==> src/rtl/tt_um_unload.sv <==
// tt_um_unload: readback serializer for the ternary weight array.
// On a start pulse the flat weight vector is snapshotted. It is then streamed
// out one MAX_IN_LEN-bit column per beat, over a valid/ready handshake, in the
// same order and bit mapping the weight loader uses to write it.
//
//   state  | meaning
//   IDLE   | waiting for ui_start; outputs quiet
//   STREAM | presenting beat `count` until it is accepted
//   DONE   | one-cycle uo_done pulse, then back to IDLE
module tt_um_unload #(
    parameter int MAX_IN_LEN   = 16,
    parameter int MAX_OUT_LEN  = 8,
    parameter int WIDTH        = 2,
    parameter int MAX_IN_BITS  = $clog2(MAX_IN_LEN),
    parameter int MAX_OUT_BITS = $clog2(MAX_OUT_LEN),
    parameter int WIDTH_BITS   = $clog2(WIDTH)
) (
    input  logic                                clk,
    input  logic                                rst_n,
    input  logic                                ena,
    input  logic                                ui_start,
    input  logic [MAX_IN_BITS+MAX_OUT_BITS-1:0] ui_param,
    input  logic [WIDTH*MAX_IN_LEN*MAX_OUT_LEN-1:0] ui_weights,
    input  logic                                ui_ready,
    output logic [MAX_IN_LEN-1:0]               uo_data,
    output logic                                uo_valid,
    output logic                                uo_last,
    output logic                                uo_busy,
    output logic                                uo_done
);

    localparam int CNT_W  = MAX_OUT_BITS + WIDTH_BITS;
    localparam int SNAP_W = WIDTH * MAX_IN_LEN * MAX_OUT_LEN;

    typedef enum logic [1:0] {
        IDLE   = 2'd0,
        STREAM = 2'd1,
        DONE   = 2'd2
    } state_t;

    state_t                  state;
    logic [CNT_W-1:0]        count;
    logic [MAX_OUT_BITS-1:0] len;
    logic [SNAP_W-1:0]       snap;
    logic [CNT_W-1:0]        last_count;
    logic                    accept;

    // Only the column-count field of ui_param is meaningful here.
    logic unused_param;
    assign unused_param = &{1'b0, ui_param[MAX_IN_BITS+MAX_OUT_BITS-1:MAX_OUT_BITS]};

    // Final beat index: every weight bit of the last configured column.
    assign last_count = {len, {WIDTH_BITS{1'b1}}};
    assign accept     = ena & uo_valid & ui_ready;

    // Sequencer: snapshot on start, advance on each accepted beat, pulse done.
    always_ff @(posedge clk) begin
        if (!rst_n) begin
            state    <= IDLE;
            count    <= '0;
            len      <= '0;
            snap     <= '0;
            uo_valid <= 1'b0;
            uo_busy  <= 1'b0;
            uo_done  <= 1'b0;
        end else if (ena) begin
            case (state)
                IDLE: begin
                    uo_done <= 1'b0;
                    if (ui_start) begin
                        snap     <= ui_weights;
                        len      <= ui_param[MAX_OUT_BITS-1:0];
                        count    <= '0;
                        uo_valid <= 1'b1;
                        uo_busy  <= 1'b1;
                        state    <= STREAM;
                    end
                end
                STREAM: begin
                    if (accept) begin
                        if (count == last_count) begin
                            uo_valid <= 1'b0;
                            uo_busy  <= 1'b0;
                            uo_done  <= 1'b1;
                            state    <= DONE;
                        end else begin
                            count <= count + 1'b1;
                        end
                    end
                end
                DONE: begin
                    uo_done <= 1'b0;
                    state   <= IDLE;
                end
                default: begin
                    uo_valid <= 1'b0;
                    uo_busy  <= 1'b0;
                    uo_done  <= 1'b0;
                    state    <= IDLE;
                end
            endcase
        end
    end

    // Column gather: row i of the beat is snapshot bit {i, count}, the loader's write index.
    always_comb begin
        logic [MAX_IN_BITS-1:0] row;
        row     = '0;
        uo_data = '0;
        for (int i = 0; i < MAX_IN_LEN; i++) begin
            row        = i[MAX_IN_BITS-1:0];
            uo_data[i] = snap[{row, count}];
        end
    end

    // Last flag is only meaningful while a beat is on offer.
    always_comb begin
        uo_last = (state == STREAM) && (count == last_count);
    end

endmodule
==> config.mk <==
export PLATFORM = sky130hd
export DESIGN_NAME = tt_um_unload
export DESIGN_NICKNAME = d
export VERILOG_FILES = /design/src/rtl/tt_um_unload.sv
export SDC_FILE = /design/constraint.sdc
export NUM_CORES = 1
export LEC_CHECK = 0
export CAP_MARGIN = 20
export CORE_UTILIZATION = 25
export CTS_CLUSTER_DIAMETER = 40
export DETAILED_ROUTE_END_ITERATION = 10
export GPL_TIMING_DRIVEN = 0
export PLACE_DENSITY_LB_ADDON = 0.12
export SLEW_MARGIN = 40
export SYNTH_ARGS = -nofsm -noshare
export SYNTH_HDL_FRONTEND = slang
export SYNTH_SLANG_ARGS = --single-unit
==> constraint.sdc <==
create_clock -name clk -period 2.66 [get_ports clk]
set_input_delay 0.532 -clock clk [delete_from_list [all_inputs] [get_ports clk]]
set_output_delay 0.532 -clock clk [all_outputs]
set_load 0.01 [all_outputs]
[Yosys cells after proc, flatten, opt, wreduce, memory -nomap -nowiden]
Cells that the tools add are included.
Word-level totals
  register bits after elaboration: 267
  latch bits: 0
  RAM bits: 0
  memory bits (read-only): 0
  bits of input ports: 268
  output and inout bits: 20
  word-level logic and storage cells: 88
  memories: 0
Cells by class
  add/subtract/negate cells: 1
  multipliers: 0
  divide/modulo/power cells: 0
  $lt $le $gt $ge: 16
  eq/ne operators: 7
  shift-type cells: 0
  muxes and demuxes: 47
  bitwise logic cells: 3
  reduce and logical (&&, ||, !) cells: 8
Operator list (number)
  < comparator 8 x 9 -> 1 bit (second input constant): 8
  binary-select mux 1 bit (select 4 bit): 16
  < comparator 7 x 9 -> 1 bit (second input constant): 4
  two-way mux 1 bit: 22
  < comparator 6 x 9 -> 1 bit (second input constant): 2
  two-way mux 4 bit: 3
  AND reduction 5 bit: 2
  < comparator 4 x 9 -> 1 bit (second input constant): 1
  < comparator 5 x 9 -> 1 bit (second input constant): 1
  != test 2 bit (second input constant): 4
  one-hot mux 4 bit (2 select lines): 1
  two-way mux 2 bit: 3
  AND reduction 3 bit: 2
  adder 4 x 1 -> 4 bit (second input constant): 1
  == test 4 bit: 1
  one-hot mux 2 bit (2 select lines): 1
  AND reduction 4 bit: 1
  one-hot mux 1 bit (3 select lines): 1
  bitwise AND 1 bit: 2
  == test 2 x 1 -> 1 bit (second input constant): 1
  == test 2 bit (second input constant): 1
  logical NOT 2 bit: 1
  nonzero test 2 bit: 1
  logical AND 1 bit: 1
  NOT 1 bit: 1

[Depth between registers and ports, before layout]
  word-level depth: 4
  depth in mapped cells: 7
  mapped depth without buffers: 4

[Least setup slack after synthesis]
Ideal clock, no wire load.
  path kind: reg2out
  from: reg count[1]
  to: out uo_data[4]
  arrival time: 1.675 ns
  required time: 2.128 ns
  setup slack: 0.453 ns
  cell stages (with the launch flop): 5
  path buffers: 2
  path through: dfxtp_1 buf_2 clkbuf_1 mux4_2 mux4_2
Between the ends
  longest elaborated chain between the ends: 2
Ends and longest elaborated chain
  start, declared: RTL line 42  | logic [CNT_W-1:0] count;
  start signal, assigned: RTL line 87  | count <= count + 1'b1;
  binary-select mux 1 bit (select 4 bit): RTL line 112  | uo_data[i] = snap[{row, count}];
  two-way mux 1 bit (implied by the code): RTL line 112
  end, declared: RTL line 25  | output logic [MAX_IN_LEN-1:0] uo_data,
Every way passes these cells. The select of a mux whose other input is x is not followed.

[Final worst setup path]
  from: reg count[0]
  to: out uo_data[4]
The elaborated chain is that of the path after synthesis.

==> results.py <==
metrics = {
    "grt": {
        "top_usage_layer": "met2",
        "track_usage_pct": 18.7,
        "first_global_vias": 10740,
        "use_met1_pct": 24.8,
        "gr-usage-met3_pct": 3.62,
        "grt.met2_usage_pct": 30.9,
        "grt_max_degree": 13,
        "grt_pass1_wl_um": 64500,
        "gr-total-overflow": 0,
        "antenna_found_initial": 2,
    },
    "detailed_routing": {
        "routed_wl_um": 43300,
        "drt-initial-drc-count": 576,
        "vias_per_cell": 4.58,
        "vias": 10568,
        "dr.pass1.iters": 5,
        "drc": 0,
        "routedWlPerCell_um": 18.7,
        "ant_nets": 0,
    },
    "synthesis": {
        "syn_area_per_cell_um2": 8.54,
        "synth_seq_area_share_pct": 47.3,
        "synth_compound_area_share_pct": 14.0,
        "synth_simple_gate_area_share_pct": 19.1,
        "synth-seq-cells": 267,
        "async_flop_share_pct": 0,
        "synth_warnings": 0,
        "synth-edff-count": 0,
        "synthCells": 1322,
        "netlist_area_um2": 11300,
        "syn_nets": 1591,
        "synth_fa_ha_area_share_pct": 0.111,
        "synth_top_family_by_area": "simple AND/OR/NAND/NOR gates",
        "ys.flop_type": "dfxtp_1",
        "yosys.area_share.xor_xnor_pct": 0.233,
        "synthMuxAreaShare_pct": 14.5,
        "synth_cell_types": 32,
    },
    "floorplan": {
        "row_count": 77,
        "die_y_um": 215,
        "fp.dieArea_um2": 46000,
        "initial_utilization_pct": 25.4,
        "core-area_um2": 44400,
        "ios": 288,
        "die_w_um": 215,
    },
    "power": {
        "leakagePower_nw": 6.03,
        "ir_worst_vdd_mv": 0.371,
        "powerDensity_nw_per_um2": 657,
    },
    "worst_setup_path": {
        "worstPathArrival_ps": 2490,
        "r2r_cells": 7,
        "reg2reg_from": "state[1]$_SDFFE_PN0P_",
        "cp.required_ps": 2130,
        "worst-setup-path-type": "reg -> out",
        "r2r_setup_slack_ps": 240,
        "crit_path_max_fanout": 7,
        "crit_path_end_kind": "output pin",
        "rr_endpoint": "snap[149]$_SDFFE_PN0P_",
        "startpoint_type": "flip-flop",
    },
    "timing": {
        "fin_worst_skew_ps": 16.5,
        "setup_ws_ps": -361,
        "setup_viol": 17,
        "max_freq_mhz": 331,
        "rsz0062_at_grt": "true",
        "post-route-period-util_pct": 114,
        "slew_headroom_pct": 47.3,
        "tns_ps": -4440,
        "final_hold_viol_count": 0,
        "finalWorstPathRequiredPeriod_ps": 3020,
        "slew_viol_final": 0,
        "whs_ps": 451,
        "tightestPinTransition_ps": 790,
    },
    "layout": {
        "area_delta_synth_final_pct": 50.9,
        "final_cell_mix": "nand2_1 (522), a21oi_1 (272), clkdlybuf4s50_1 (267), dfxtp_1 (266), mux4_2 (67)",
        "final_core_util_pct": 38.4,
        "n_antenna_cell": 0,
        "final_cells": 2309,
        "layout-drive-gt1-share_pct": 16.4,
        "layout.nets": 1950,
        "final_common_cell": "nand2_1",
    },
    "placed_design": {
        "hpwlAfterDp_um": 30000,
        "dp_slack_ps": -806,
        "dp.cells": 2197,
        "io_buffers": 283,
        "place_congestion": 0.756,
    },
    "min_path": {
        "worstHoldPathType": "reg -> reg",
        "hp-start": "snap[142]$_SDFFE_PN0P_",
        "min_to": "snap[142]$_SDFFE_PN0P_",
        "hold_depth": 2,
    },
    "cts": {
        "clkTransAtPathRegs_ps": 50,
        "cts_buffer_depth": 3,
        "cts_made_buffers": 47,
        "root_buffer": "clkbuf_16",
        "htree_levels": 2,
        "numClockSinks": 267,
        "cts_tree": "built",
        "clk_latency_ps": 570,
    },
    "outcome": {
        "status": "finished, violations left",
        "violations": "negative setup slack",
    },
    "job": {
        "cap_violations": 0,
    },
}
## critical path, stage by stage (launching register included)
cell and delay [ps]:
dfxtp_2 350, buf_12 140, buf_12 150, buf_12 110
mux4_2 500, mux4_2 520, buf_6 140
## metal layers
metal	wire (µm)	share of wire [%]
met1	19800	46
met2	20600	48
met3	1900	4.4
met4	996	2.3
met5	14	0.032
## metrics by stage
| stage | cell area [µm²] | power [mW] |
|---|---|---|
| floorplan | 11300 | 4.82 |
| global placement | 14900 | 5.44 |
| detailed placement | 14900 | 5.45 |
| CTS | 17000 | 11.3 |
| global route | 17000 | 11.6 |
| finish | 17000 | 11.2 |
## cells in the mapped netlist, types with 2 or more instances
library cell	instances	area, µm²
a211oi_1	15	113
a21oi_1	277	1390
a31oi_1	2	12.5
buf_2	40	200
buf_4	6	45.0
buf_6	3	33.8
clkbuf_1	66	248
dfxtp_1	267	5350
mux2i_1	13	130
mux4_2	67	1510
nand2_1	522	1960
nand2b_1	3	18.8
nand3_1	3	15.0
nand4_1	2	12.5
nand4b_1	2	17.5
nor2b_1	13	81.3
nor3_1	2	10.0
o211ai_1	3	22.5
xnor2_1	3	26.3
## where the power goes
| group | switching [mW] | internal (mW) |
|---|---|---|
| logic | 0.491 | 0.600 |
| registers | 0.0900 | 4.19 |
| clock network | 2.17 | 3.65 |
## how the worst max path moves through the flow
stage | start | endpoint | slack (ps)
after floorplan | count[1]$_SDFFE_PN0P_ | uo_data[4] | 450
after global placement | count[2]$_SDFFE_PN0P_ | uo_data[3] | -1180
after detailed placement | count[2]$_SDFFE_PN0P_ | uo_data[3] | -810
after CTS | count[0]$_SDFFE_PN0P_ | uo_data[8] | -400
after global routing | count[0]$_SDFFE_PN0P_ | uo_data[8] | -440
final | count[0]$_SDFFE_PN0P_ | uo_data[4] | -360
## logic make-up after synthesis
family	Yosys count
AO/OA/AOI/OAI	302
XOR/XNOR	3
adder cells (fa/ha/maj)	1
buffers and inverters	116
flip-flops	267
multiplexers	80
AND/OR/NAND/NOR	553
## final cells by class
class	count	area (µm²)
Clock buffer	58	1290
Multi-Input combinational cell	939	5540
Timing Repair Buffer	311	3160
Inverter	1	3.75
Fill cell	4538	27400
Clock inverter	27	243
Buffer	114	722
Sequential cell	267	5350
Tap cell	592	741
## registers in the layout, summed over array words and instances, names as in the netlist
| signal | count |
|---|---|
| count | 4 |
| len | 3 |
| snap | 256 |
| state | 2 |
| uo_busy | 1 |
| uo_done | 1 |
## repair_timing
item | in CTS | in global routing
pin swaps | 17 | 3
cloned | 3 | 0
hold buffers | 0 | 0
resized for setup | 137 | 20
setup buffers | 22 | 3
endpoints found under the setup margin | 17 | 17
No activity file was read; power rests on OpenSTA's default activity.
